[config.mk]
export PLATFORM = sky130hd
export DESIGN_NAME = hazard_ctrl_flat
export DESIGN_NICKNAME = d
export VERILOG_FILES = /design/src/rtl/hazard_pkg.sv /design/src/rtl/hazard_ctrl_if.sv /design/src/rtl/hazard_ctrl_fwd_sel.sv /design/src/rtl/hazard_ctrl.sv /design/src/flat_wrapper.sv
export SDC_FILE = /design/constraint.sdc
export NUM_CORES = 1
export LEC_CHECK = 0
export CORE_ASPECT_RATIO = 1.1
export CORE_MARGIN = 3
export CORE_UTILIZATION = 38
export CTS_BUF_LIST = sky130_fd_sc_hd__clkbuf_16
export CTS_CLUSTER_DIAMETER = 150
export DETAILED_ROUTE_END_ITERATION = 7
export GPL_ROUTABILITY_DRIVEN = 0
export PLACE_DENSITY = 0.85
export SLEW_MARGIN = 20
export SYNTH_ARGS = -nofsm -noshare
export SYNTH_HDL_FRONTEND = slang
export SYNTH_SLANG_ARGS = --single-unit
[constraint.sdc]
create_clock -name clk_i -period 3.6 [get_ports clk_i]
set_input_delay 0.72 -clock clk_i [delete_from_list [all_inputs] [get_ports clk_i]]
set_output_delay 0.72 -clock clk_i [all_outputs]
set_load 0.1 [all_outputs]
[src/rtl/hazard_pkg.sv]
// Shared types and constants for the 5-stage pipeline hazard controller.
package hazard_pkg;

  typedef enum logic [1:0] {
    FWD_REG = 2'b00,
    FWD_WB  = 2'b01,
    FWD_MEM = 2'b10
  } fwd_sel_e;

  typedef enum logic {
    IDLE = 1'b0,
    WAIT = 1'b1
  } mem_state_e;

  localparam logic [1:0]  RESULT_SRC_LOAD = 2'b01;
  localparam int unsigned PERF_CNT_W      = 32;

endpackage

[src/rtl/hazard_ctrl_if.sv]
// Datapath <-> hazard controller signal bundle; slave = controller, master = datapath.
// HAZARD_PERF_EN adds the performance counter outputs.
interface hazard_ctrl_if #(
  parameter int unsigned RAW = 5
);
  logic [RAW-1:0] Rs1D_i, Rs2D_i, Rs1E_i, Rs2E_i;
  logic [RAW-1:0] RdE_i, RdM_i, RdW_i;
  logic           RegWriteM_i, RegWriteW_i;
  logic [1:0]     ResultSrcE_i;
  logic           PCSrcE_i, MemAccessM_i, MemReady_i;
  logic           MemReq_o;
  logic           StallF_o, StallD_o, StallE_o, StallM_o;
  logic           FlushD_o, FlushE_o, FlushW_o;
  logic [1:0]     ForwardAE_o, ForwardBE_o;
  logic           MemErr_o;
`ifdef HAZARD_PERF_EN
  logic [31:0]    StallCnt_o, FlushCnt_o, LwStallCnt_o;
`endif

  modport slave (
    input  Rs1D_i, Rs2D_i, Rs1E_i, Rs2E_i, RdE_i, RdM_i, RdW_i,
    input  RegWriteM_i, RegWriteW_i, ResultSrcE_i, PCSrcE_i, MemAccessM_i, MemReady_i,
    output MemReq_o, StallF_o, StallD_o, StallE_o, StallM_o,
    output FlushD_o, FlushE_o, FlushW_o, ForwardAE_o, ForwardBE_o, MemErr_o
`ifdef HAZARD_PERF_EN
    , output StallCnt_o, FlushCnt_o, LwStallCnt_o
`endif
  );

  modport master (
    output Rs1D_i, Rs2D_i, Rs1E_i, Rs2E_i, RdE_i, RdM_i, RdW_i,
    output RegWriteM_i, RegWriteW_i, ResultSrcE_i, PCSrcE_i, MemAccessM_i, MemReady_i,
    input  MemReq_o, StallF_o, StallD_o, StallE_o, StallM_o,
    input  FlushD_o, FlushE_o, FlushW_o, ForwardAE_o, ForwardBE_o, MemErr_o
`ifdef HAZARD_PERF_EN
    , input StallCnt_o, FlushCnt_o, LwStallCnt_o
`endif
  );

endinterface

[src/rtl/hazard_ctrl_fwd_sel.sv]
// Execute-stage operand forward select for one source register; M result beats W result.
module fwd_sel
  import hazard_pkg::*;
#(
  parameter int unsigned RAW = 5
) (
  input  logic           reg_write_m,
  input  logic [RAW-1:0] rd_m,
  input  logic           reg_write_w,
  input  logic [RAW-1:0] rd_w,
  input  logic [RAW-1:0] rs_e,
  output fwd_sel_e       fwd_c
);

  // x0 is hardwired to zero, so a write to it never forwards
  always_comb begin
    fwd_c = FWD_REG;
    if (reg_write_m && (rd_m != '0) && (rd_m == rs_e)) begin
      fwd_c = FWD_MEM;
    end else if (reg_write_w && (rd_w != '0) && (rd_w == rs_e)) begin
      fwd_c = FWD_WB;
    end
  end

endmodule

[src/rtl/hazard_ctrl.sv]
// Pipeline hazard controller: stall/flush/forward generation plus data-memory wait FSM with timeout.
// Optional HAZARD_PERF_EN adds stall/flush/load-use event counters.
module hazard_ctrl
  import hazard_pkg::*;
#(
  parameter int unsigned REGISTER_ADDRESS_WIDTH = 5,
  parameter int unsigned MEM_TIMEOUT            = 16,
  parameter int unsigned TIMEOUT_WIDTH          = 5
) (
  input  logic          clk_i,
  input  logic          rst_ni,
  hazard_ctrl_if.slave  hz
);

  mem_state_e               state_q, state_d;
  logic [TIMEOUT_WIDTH-1:0] cnt_q, cnt_d;
  logic                     mem_err_q, mem_err_d;
  logic                     mem_req, mem_stall, lw_stall, timeout_hit;
  logic                     stall_f, stall_d, stall_e, stall_m;
  logic                     flush_d, flush_e, flush_w;
  fwd_sel_e                 fwd_a, fwd_b;

  fwd_sel #(.RAW(REGISTER_ADDRESS_WIDTH)) u_fwd_a (
    .reg_write_m (hz.RegWriteM_i),
    .rd_m        (hz.RdM_i),
    .reg_write_w (hz.RegWriteW_i),
    .rd_w        (hz.RdW_i),
    .rs_e        (hz.Rs1E_i),
    .fwd_c       (fwd_a)
  );

  fwd_sel #(.RAW(REGISTER_ADDRESS_WIDTH)) u_fwd_b (
    .reg_write_m (hz.RegWriteM_i),
    .rd_m        (hz.RdM_i),
    .reg_write_w (hz.RegWriteW_i),
    .rd_w        (hz.RdW_i),
    .rs_e        (hz.Rs2E_i),
    .fwd_c       (fwd_b)
  );

  assign lw_stall = (hz.ResultSrcE_i == RESULT_SRC_LOAD) && (hz.RdE_i != '0) &&
                    ((hz.RdE_i == hz.Rs1D_i) || (hz.RdE_i == hz.Rs2D_i));
  assign timeout_hit = (cnt_q == TIMEOUT_WIDTH'(MEM_TIMEOUT));

  always_ff @(posedge clk_i or negedge rst_ni) begin
    if (!rst_ni) begin
      state_q   <= IDLE;
      cnt_q     <= '0;
      mem_err_q <= 1'b0;
    end else begin
      state_q   <= state_d;
      cnt_q     <= cnt_d;
      mem_err_q <= mem_err_d;
    end
  end

  // Wait-state FSM; a ready response on the timeout cycle still counts as success
  always_comb begin
    state_d   = state_q;
    cnt_d     = cnt_q;
    mem_err_d = mem_err_q;
    mem_req   = 1'b0;
    mem_stall = 1'b0;
    unique case (state_q)
      IDLE: begin
        mem_req = hz.MemAccessM_i;
        if (hz.MemAccessM_i && !hz.MemReady_i) begin
          state_d   = WAIT;
          cnt_d     = TIMEOUT_WIDTH'(1);
          mem_stall = 1'b1;
        end
      end
      WAIT: begin
        mem_req = 1'b1;
        cnt_d   = cnt_q + TIMEOUT_WIDTH'(1);
        if (hz.MemReady_i) begin
          state_d = IDLE;
          cnt_d   = '0;
        end else if (timeout_hit) begin
          state_d   = IDLE;
          cnt_d     = '0;
          mem_err_d = 1'b1;
        end else begin
          mem_stall = 1'b1;
        end
      end
      default: begin
        state_d = IDLE;
        cnt_d   = '0;
      end
    endcase
  end

  // Hazard priority: a frozen memory stage masks branch redirects and load-use bubbles
  always_comb begin
    stall_f = 1'b0;
    stall_d = 1'b0;
    stall_e = 1'b0;
    stall_m = 1'b0;
    flush_d = 1'b0;
    flush_e = 1'b0;
    flush_w = 1'b0;
    if (mem_stall) begin
      stall_f = 1'b1;
      stall_d = 1'b1;
      stall_e = 1'b1;
      stall_m = 1'b1;
      flush_w = 1'b1;
    end else if (hz.PCSrcE_i) begin
      flush_d = 1'b1;
      flush_e = 1'b1;
    end else if (lw_stall) begin
      stall_f = 1'b1;
      stall_d = 1'b1;
      flush_e = 1'b1;
    end
  end

  assign hz.MemReq_o    = rst_ni & mem_req;
  assign hz.StallF_o    = rst_ni & stall_f;
  assign hz.StallD_o    = rst_ni & stall_d;
  assign hz.StallE_o    = rst_ni & stall_e;
  assign hz.StallM_o    = rst_ni & stall_m;
  assign hz.FlushD_o    = rst_ni & flush_d;
  assign hz.FlushE_o    = rst_ni & flush_e;
  assign hz.FlushW_o    = rst_ni & flush_w;
  assign hz.ForwardAE_o = rst_ni ? fwd_a : FWD_REG;
  assign hz.ForwardBE_o = rst_ni ? fwd_b : FWD_REG;
  assign hz.MemErr_o    = mem_err_q;

`ifdef HAZARD_PERF_EN
  logic [PERF_CNT_W-1:0] stall_cnt_q, stall_cnt_d;
  logic [PERF_CNT_W-1:0] flush_cnt_q, flush_cnt_d;
  logic [PERF_CNT_W-1:0] lw_cnt_q, lw_cnt_d;

  // flush_d only fires on the branch path; stall_f without stall_m only on the load-use path
  always_comb begin
    stall_cnt_d = stall_cnt_q;
    flush_cnt_d = flush_cnt_q;
    lw_cnt_d    = lw_cnt_q;
    if (stall_f)            stall_cnt_d = stall_cnt_q + PERF_CNT_W'(1);
    if (flush_d)            flush_cnt_d = flush_cnt_q + PERF_CNT_W'(1);
    if (stall_f && !stall_m) lw_cnt_d   = lw_cnt_q + PERF_CNT_W'(1);
  end

  always_ff @(posedge clk_i or negedge rst_ni) begin
    if (!rst_ni) begin
      stall_cnt_q <= '0;
      flush_cnt_q <= '0;
      lw_cnt_q    <= '0;
    end else begin
      stall_cnt_q <= stall_cnt_d;
      flush_cnt_q <= flush_cnt_d;
      lw_cnt_q    <= lw_cnt_d;
    end
  end

  assign hz.StallCnt_o   = stall_cnt_q;
  assign hz.FlushCnt_o   = flush_cnt_q;
  assign hz.LwStallCnt_o = lw_cnt_q;
`endif

endmodule

[src/flat_wrapper.sv]
// flat-port wrapper written by rule: the top's interface ports become plain ports
module hazard_ctrl_flat import hazard_pkg::*;
#(
  parameter int unsigned REGISTER_ADDRESS_WIDTH = 5,
  parameter int unsigned MEM_TIMEOUT            = 16,
  parameter int unsigned TIMEOUT_WIDTH          = 5
)
  (clk_i, rst_ni, hz_Rs1D_i, hz_Rs2D_i, hz_Rs1E_i, hz_Rs2E_i, hz_RdE_i, hz_RdM_i, hz_RdW_i, hz_RegWriteM_i, hz_RegWriteW_i, hz_ResultSrcE_i, hz_PCSrcE_i, hz_MemAccessM_i, hz_MemReady_i, hz_MemReq_o, hz_StallF_o, hz_StallD_o, hz_StallE_o, hz_StallM_o, hz_FlushD_o, hz_FlushE_o, hz_FlushW_o, hz_ForwardAE_o, hz_ForwardBE_o, hz_MemErr_o);
  hazard_ctrl_if #(.RAW(5)) hz_i ();
  input  logic clk_i;
  input  logic rst_ni;
  input wire logic [$bits(hz_i.Rs1D_i)-1:0] hz_Rs1D_i;
  input wire logic [$bits(hz_i.Rs2D_i)-1:0] hz_Rs2D_i;
  input wire logic [$bits(hz_i.Rs1E_i)-1:0] hz_Rs1E_i;
  input wire logic [$bits(hz_i.Rs2E_i)-1:0] hz_Rs2E_i;
  input wire logic [$bits(hz_i.RdE_i)-1:0] hz_RdE_i;
  input wire logic [$bits(hz_i.RdM_i)-1:0] hz_RdM_i;
  input wire logic [$bits(hz_i.RdW_i)-1:0] hz_RdW_i;
  input wire logic [$bits(hz_i.RegWriteM_i)-1:0] hz_RegWriteM_i;
  input wire logic [$bits(hz_i.RegWriteW_i)-1:0] hz_RegWriteW_i;
  input wire logic [$bits(hz_i.ResultSrcE_i)-1:0] hz_ResultSrcE_i;
  input wire logic [$bits(hz_i.PCSrcE_i)-1:0] hz_PCSrcE_i;
  input wire logic [$bits(hz_i.MemAccessM_i)-1:0] hz_MemAccessM_i;
  input wire logic [$bits(hz_i.MemReady_i)-1:0] hz_MemReady_i;
  output wire logic [$bits(hz_i.MemReq_o)-1:0] hz_MemReq_o;
  output wire logic [$bits(hz_i.StallF_o)-1:0] hz_StallF_o;
  output wire logic [$bits(hz_i.StallD_o)-1:0] hz_StallD_o;
  output wire logic [$bits(hz_i.StallE_o)-1:0] hz_StallE_o;
  output wire logic [$bits(hz_i.StallM_o)-1:0] hz_StallM_o;
  output wire logic [$bits(hz_i.FlushD_o)-1:0] hz_FlushD_o;
  output wire logic [$bits(hz_i.FlushE_o)-1:0] hz_FlushE_o;
  output wire logic [$bits(hz_i.FlushW_o)-1:0] hz_FlushW_o;
  output wire logic [$bits(hz_i.ForwardAE_o)-1:0] hz_ForwardAE_o;
  output wire logic [$bits(hz_i.ForwardBE_o)-1:0] hz_ForwardBE_o;
  output wire logic [$bits(hz_i.MemErr_o)-1:0] hz_MemErr_o;
  assign hz_i.Rs1D_i = hz_Rs1D_i;
  assign hz_i.Rs2D_i = hz_Rs2D_i;
  assign hz_i.Rs1E_i = hz_Rs1E_i;
  assign hz_i.Rs2E_i = hz_Rs2E_i;
  assign hz_i.RdE_i = hz_RdE_i;
  assign hz_i.RdM_i = hz_RdM_i;
  assign hz_i.RdW_i = hz_RdW_i;
  assign hz_i.RegWriteM_i = hz_RegWriteM_i;
  assign hz_i.RegWriteW_i = hz_RegWriteW_i;
  assign hz_i.ResultSrcE_i = hz_ResultSrcE_i;
  assign hz_i.PCSrcE_i = hz_PCSrcE_i;
  assign hz_i.MemAccessM_i = hz_MemAccessM_i;
  assign hz_i.MemReady_i = hz_MemReady_i;
  assign hz_MemReq_o = hz_i.MemReq_o;
  assign hz_StallF_o = hz_i.StallF_o;
  assign hz_StallD_o = hz_i.StallD_o;
  assign hz_StallE_o = hz_i.StallE_o;
  assign hz_StallM_o = hz_i.StallM_o;
  assign hz_FlushD_o = hz_i.FlushD_o;
  assign hz_FlushE_o = hz_i.FlushE_o;
  assign hz_FlushW_o = hz_i.FlushW_o;
  assign hz_ForwardAE_o = hz_i.ForwardAE_o;
  assign hz_ForwardBE_o = hz_i.ForwardBE_o;
  assign hz_MemErr_o = hz_i.MemErr_o;
  hazard_ctrl #(.REGISTER_ADDRESS_WIDTH(REGISTER_ADDRESS_WIDTH), .MEM_TIMEOUT(MEM_TIMEOUT), .TIMEOUT_WIDTH(TIMEOUT_WIDTH)) u_core (.clk_i(clk_i), .rst_ni(rst_ni), .hz(hz_i));
endmodule
Word-level counts from Yosys, hierarchy flattened. Cells that the tools add are included.

Bits in registers: 7. Latch bits: 0. RAM bits: 0. Bits in read-only memories: 0. Logic and storage cells: 58. Memories: 0.

Add/sub/neg operators: 1. Multiply operators: 0. Divide/modulo/power cells: 0. Magnitude comparators: 0. Equality and inequality tests: 9. Shift operators: 0. Multiplexer cells: 23. Bitwise logic cells: 7. Reduce and logical (&&, ||, !) cells: 15.

Operators by type and width (number): equality test 5 bit (6); 2-to-1 mux 5 bit (3); nonzero test 5 bit (3); 2-to-1 mux 1 bit (13); one-hot mux 5 bit (2 select lines) (1); logical AND 1 bit (9); 2-to-1 mux 2 bit (4); adder 5 x 1 -> 5 bit, second input constant (1); AND 1 bit (5); equality test 5 bit, second input constant (1); one-hot mux 1 bit (2 select lines) (2); AND reduction 3 bit (1); equality test 2 x 1 -> 1 bit, second input constant (1); inequality test 2 x 1 -> 1 bit, second input constant (1); NOT 1 bit (2); logical NOT 1 bit (1); logical OR 1 bit (1).

Logic depth before layout (Yosys ltp).
Depth in word-level cells: 7. Mapped depth: 7. Depth with buffers taken out: 6.

By module. A second synthesis with hierarchy kept.

Cells, all modules: 107. Area, all modules: 908.4 um^2.

By module, submodules not included: hazard_ctrl (instances 1, cells an instance 67, area an instance 605.6 um^2, sequential area each 175.2 um^2); fwd_sel (instances 2, cells an instance 20, area an instance 151.4 um^2, sequential area each 0.0 um^2).

Least setup slack after synthesis. Ideal clock, no wire load.

Path kind: in2out. Start point: in hz_RdE_i[2]. End point: out hz_StallF_o. Data arrival time: 4061 ps. Setup slack: -1181 ps. Cell stages on the path: 5. Buffers on the path: 1. Cell sequence: xor2_1 nor3_1 a22oi_1 o31ai_1 buf_4.

Longest elaborated chain between the ends: 7.

RTL lines: from (decl) (line flat_wrapper.sv:16) `input wire logic [$bits(hz_i.RdE_i)-1:0] hz_RdE_i;`; equality test 5 bit / nonzero test 5 bit (equally long branches) (line hazard_ctrl.sv:42, hazard_ctrl.sv:41); logical OR 1 bit / logical AND 1 bit (equally long branches) (line hazard_ctrl.sv:42, hazard_ctrl.sv:41); logical AND 1 bit * (line hazard_ctrl.sv:41) `assign lw_stall = (hz.ResultSrcE_i == RESULT_SRC_LOAD) && (hz.RdE_i != '0) &&`; 2-to-1 mux 1 bit * (3 in series); AND 1 bit *; to (decl) (line flat_wrapper.sv:26) `output wire logic [$bits(hz_i.StallF_o)-1:0] hz_StallF_o;`.

Every way passes the cells marked *; elsewhere a longest branch is shown, timed or not.

Final worst setup path.
Start point: in hz_RdW_i[2]. End point: out hz_ForwardBE_o[0].

Longest elaborated chain between the ends: 6.

RTL lines: from (decl) (line flat_wrapper.sv:18) `input wire logic [$bits(hz_i.RdW_i)-1:0] hz_RdW_i;`; nonzero test 5 bit (line hazard_ctrl_fwd_sel.sv:20) `end else if (reg_write_w && (rd_w != '0) && (rd_w == rs_e)) begin`; logical AND 1 bit (line hazard_ctrl_fwd_sel.sv:20); logical AND 1 bit * (line hazard_ctrl_fwd_sel.sv:20); 2-to-1 mux 1 bit * (line hazard_ctrl_fwd_sel.sv:20); 2-to-1 mux 2 bit * (line hazard_ctrl_fwd_sel.sv:18) `if (reg_write_m && (rd_m != '0) && (rd_m == rs_e)) begin`; 2-to-1 mux 2 bit * (line hazard_ctrl.sv:128) `assign hz.ForwardBE_o = rst_ni ? fwd_b : FWD_REG;`; to (decl) (line flat_wrapper.sv:34) `output wire logic [$bits(hz_i.ForwardBE_o)-1:0] hz_ForwardBE_o;`.

Marked as above.

==> Implementation_results.wiki <==
{| class="wikitable"
! Metric !! Value
|-
| Status || completed
|-
| Arrival time of the worst setup path || ~2.6 ns
|-
| TritonCTS clock tree || yes
|-
| Type of the setup path with the least slack || in2out
|-
| Maximum root-to-sink buffer count || 2
|-
| Total area of multi-input combinational cells || 647 sq um
|-
| Post-route clock period utilization || about nine tenths
|-
| Startpoint kind of the worst setup timing path || primary input
|-
| Drt initial violations || 16
|-
| Post-CTS clock slew at the launch and capture registers of the worst setup and hold paths || roughly 0.04 ns
|-
| Placeable core area || 2040 sq um
|-
| Layout net count || ~200
|-
| Syn Nets || about 140
|-
| Via count || 953
|-
| Number of maximum-capacitance violations || 0
|-
| Number of distinct standard cells referenced by the synthesized netlist || 31
|-
| Worst-case vdd ir drop || 0.339 mV
|-
| Clock Sinks || 7
|-
| Detail-routed net length per standard cell || approximately 16 um
|-
| Setup repair after global routing missed its margin || no
|-
| WP data required || between 2 and 3 ns
|-
| Largest area contributor in the netlist || sky130_fd_sc_hd__xor2_1
|-
| Row cnt || 17
|-
| Final standard cell count with taps included and fillers excluded || around 180
|-
| Minimum period implied by the final worst setup slack || about 3.3 ns
|-
| Layout filler cell count || ~130
|-
| Number of synthesized register bits || 7
|-
| Max H-tree Level || 1
|-
| Storage cell area || between 150 and 200 sq um
|-
| Clk_lat worst skew || roughly 0.24 ns
|-
| Power per cell area || 289 nW/um^2
|-
| Number of instances in the synthesized netlist || 97
|-
| Initial antenna violation count || 0
|-
| Family with the most delay on the worst path || simple AND/OR/NAND/NOR gates
|-
| Die Span X || 50.8 um
|-
| Gates resized, CTS repair || 0
|-
| Total setup violations reported at the end of the flow || 0
|-
| Synthesis-to-layout area growth || 96.6%
|-
| Average instance area after synthesis || approximately 8.7 sq um
|-
| Buffer count from post-CTS setup fixing || 0
|-
| Vertical die dimension || between 50 and 60 um
|-
| Post-placement cell count || 180
|-
| Final routed DRC violation total || 0
|-
| Total iterations of the first detailed-routing run || 4
|-
| Critical path's slowest cell || sky130_fd_sc_hd__or4_1
|-
| Kind of capture point of the worst setup path || output pin
|-
| Remaining Overflow, GRT || 0
|-
| Fin. Hold Viols || 0
|-
| Initial core utilization || 41.1%
|-
| Cell repeated most along the worst path || sky130_fd_sc_hd__or4_1
|-
| Leak Pwr || 0.684 nW
|-
| Area fraction of the dominant cell type after synthesis || 24.0%
|-
| Root Buffer || sky130_fd_sc_hd__clkbuf_16
|-
| Min-delay worst type || reg2reg
|-
| Total global-route track usage || a little under a quarter
|-
| Worst Path Buf+Inv || 2
|-
| Hold buffers post-CTS || 0
|-
| Post-detailed-route count of antenna-violating nets || 0
|-
| Slowest stage delay, CP || 0.60 ns
|-
| Tightest hold margin || about 0.47 ns
|-
| Cell-by-cell listing of the critical path || clkdlybuf4s50_1, or4_1, o211ai_1, or4_1, nor4_4, buf_12
|-
| Yosys warning count || 0
|-
| Seq/Total Area, Yosys || a little over a fifth
|-
| Final slew viol count || 0
|-
| Total wire length after detailed routing || just under 3 mm
|-
| Post-Synthesis Cell Area || 840 sq um
|-
| Critical Path Fanout Max || 3
|-
| Vias in the first global route || 1075
|-
| N_diodes || 0
|-
| Worst Clk Skew || 0.00111 ns
|-
| Fraction of final layout cells with drive strength greater than 1 || between 10% and 20%
|-
| Area contributors post-synth || sky130_fd_sc_hd__xor2_1 24%, sky130_fd_sc_hd__dfrtp_1 21%, sky130_fd_sc_hd__xnor2_1 9.4%
|-
| Detailed-route vias per instance || between 5 and 6
|-
| Die footprint || between 2000 and 3000 sq um
|-
| Highest attainable clock frequency || 0.303 GHz
|-
| Global-route wire length before repair || around 4.8 mm
|-
| Max-slew headroom at the worst pin || between 30 and 40%
|-
| Largest net degree at the start of global routing || 10
|-
| Total CTS buffers || 3
|-
| Count of buffers from port buffering || between 50 and 60
|-
| Top-Level Pins || between 50 and 60
|-
| Post-DP HPWL || ~2.5 mm
|-
| Transition time at the pin with the least slew margin || around 0.96 ns
|}
## cell usage after synthesis
cell                        n
sky130_fd_sc_hd__a211oi_2   1
sky130_fd_sc_hd__inv_1      5
sky130_fd_sc_hd__buf_4      3
sky130_fd_sc_hd__nor3_1     4
sky130_fd_sc_hd__mux2i_1    1
sky130_fd_sc_hd__dfrtp_1    7
sky130_fd_sc_hd__nand3b_1   1
sky130_fd_sc_hd__nor4_1     2
sky130_fd_sc_hd__or4_4      1
sky130_fd_sc_hd__or4_1      3
sky130_fd_sc_hd__a22oi_1    1
sky130_fd_sc_hd__o211ai_1   1
sky130_fd_sc_hd__nor2_1     5
sky130_fd_sc_hd__o31ai_1    2
sky130_fd_sc_hd__nand3_1    5
sky130_fd_sc_hd__and2_1     1
sky130_fd_sc_hd__or2_2      1
sky130_fd_sc_hd__and2_2     1
sky130_fd_sc_hd__xnor2_1    9
sky130_fd_sc_hd__o22ai_1    1
sky130_fd_sc_hd__ha_1       2
sky130_fd_sc_hd__o21ai_2    1
sky130_fd_sc_hd__a22o_1     4
sky130_fd_sc_hd__xor2_1    23
sky130_fd_sc_hd__nand2_1    3
sky130_fd_sc_hd__and4bb_2   1
sky130_fd_sc_hd__a21o_1     1
sky130_fd_sc_hd__nor2b_1    3
sky130_fd_sc_hd__nor4_2     1
sky130_fd_sc_hd__a21oi_1    1
sky130_fd_sc_hd__o21ai_0    2
## routing by layer
layer	vias up	GRT usage, %	wire (um)
li1	459	-	-
met1	425	23.7	1050
met2	61	40.1	1440
met3	8	8.36	328
met4	0	10.4	76
met5	-	0	0
## cells in the final DEF, fill, tap and decap left out, types with 2 or more instances in the layout
cell type / instances
sky130_fd_sc_hd__ha_1: 2
sky130_fd_sc_hd__dfrtp_1: 7
sky130_fd_sc_hd__nand2_1: 3
sky130_fd_sc_hd__clkbuf_16: 3
sky130_fd_sc_hd__nor2_1: 5
sky130_fd_sc_hd__buf_12: 12
sky130_fd_sc_hd__or4_1: 3
sky130_fd_sc_hd__o21ai_0: 2
sky130_fd_sc_hd__nor4_1: 2
sky130_fd_sc_hd__xor2_1: 23
sky130_fd_sc_hd__clkdlybuf4s50_1: 44
sky130_fd_sc_hd__buf_4: 2
sky130_fd_sc_hd__nor3_1: 3
sky130_fd_sc_hd__xnor2_1: 9
sky130_fd_sc_hd__inv_1: 6
sky130_fd_sc_hd__a22o_1: 4
sky130_fd_sc_hd__nand3_1: 5
sky130_fd_sc_hd__o31ai_2: 2
sky130_fd_sc_hd__nor2b_1: 3
## stage by stage
stage | power (mW) | TNS, ns | utilization (%) | area (sq um) | setup WS (ns)
final | 0.477 | 0 | 80.8 | 1650 | 0.297
after global routing | 0.495 | 0 | 80.8 | 1650 | 0.248
after floorplan | 0.186 | -0.221 | - | 863 | -0.221
after detailed placement | 0.286 | 0 | 77.0 | 1570 | 0.292
after CTS | 0.478 | 0 | 80.8 | 1650 | 0.294
after global placement | 0.279 | 0 | 77.0 | 1570 | 0.375
## state kept, by name, summed over array words and instances (netlist names)
name / flops
u_core.hz.MemErr_o: 1
u_core.state_q: 1
u_core.cnt_q: 5
## worst paths after layout
| kind | from | to | slack [ns] | depth (start not counted) |
|---|---|---|---|---|
| min in group asynchronous | rst_ni | u_core.hz.MemErr_o | 0.94 | 2 |
| setup reg to reg | u_core.cnt_q[0] | u_core.cnt_q[4] | 2.15 | 6 |
| hold reg to reg | u_core.hz.MemErr_o | u_core.hz.MemErr_o | 0.47 | 1 |
| hold / removal | u_core.hz.MemErr_o | u_core.hz.MemErr_o | 0.47 | 1 |
| max in group asynchronous | rst_ni | u_core.state_q | 2.50 | 2 |
| setup / recovery | hz_RdW_i[2] | hz_ForwardBE_o[0] | 0.30 | 6 |
## cell type report
cell class	count	share of cell area (%)
Clock inverter	1	0.227
Inverter	5	1.14
Sequential cell	7	10.6
Tap cell	28	2.12
Multi-Input combinational cell	82	39.2
Clock buffer	3	4.55
Timing Repair Buffer	58	42.2
## cells by family (layout without fill, tap and decap cells)
family / after synthesis / in the layout / synth area share (%)
fa+ha+maj: 2 / 2 / 2.98
flops: 7 / 7 / 20.9
xor+xnor: 32 / 32 / 33.4
buf+inv: 8 / 67 / 4.92
mux: 1 / 1 / 1.19
compound gates: 15 / 15 / 13.7
simple gates: 32 / 32 / 23.0
## where the power goes
part,switching (mW),total (mW),internal [mW]
clock,0.0464,0.191,0.145
sequential,0.00684,0.0912,0.0843
combinational,0.100,0.194,0.0940
total,0.153,0.477,0.323
Note: power is estimated with default switching activity, not from simulation.
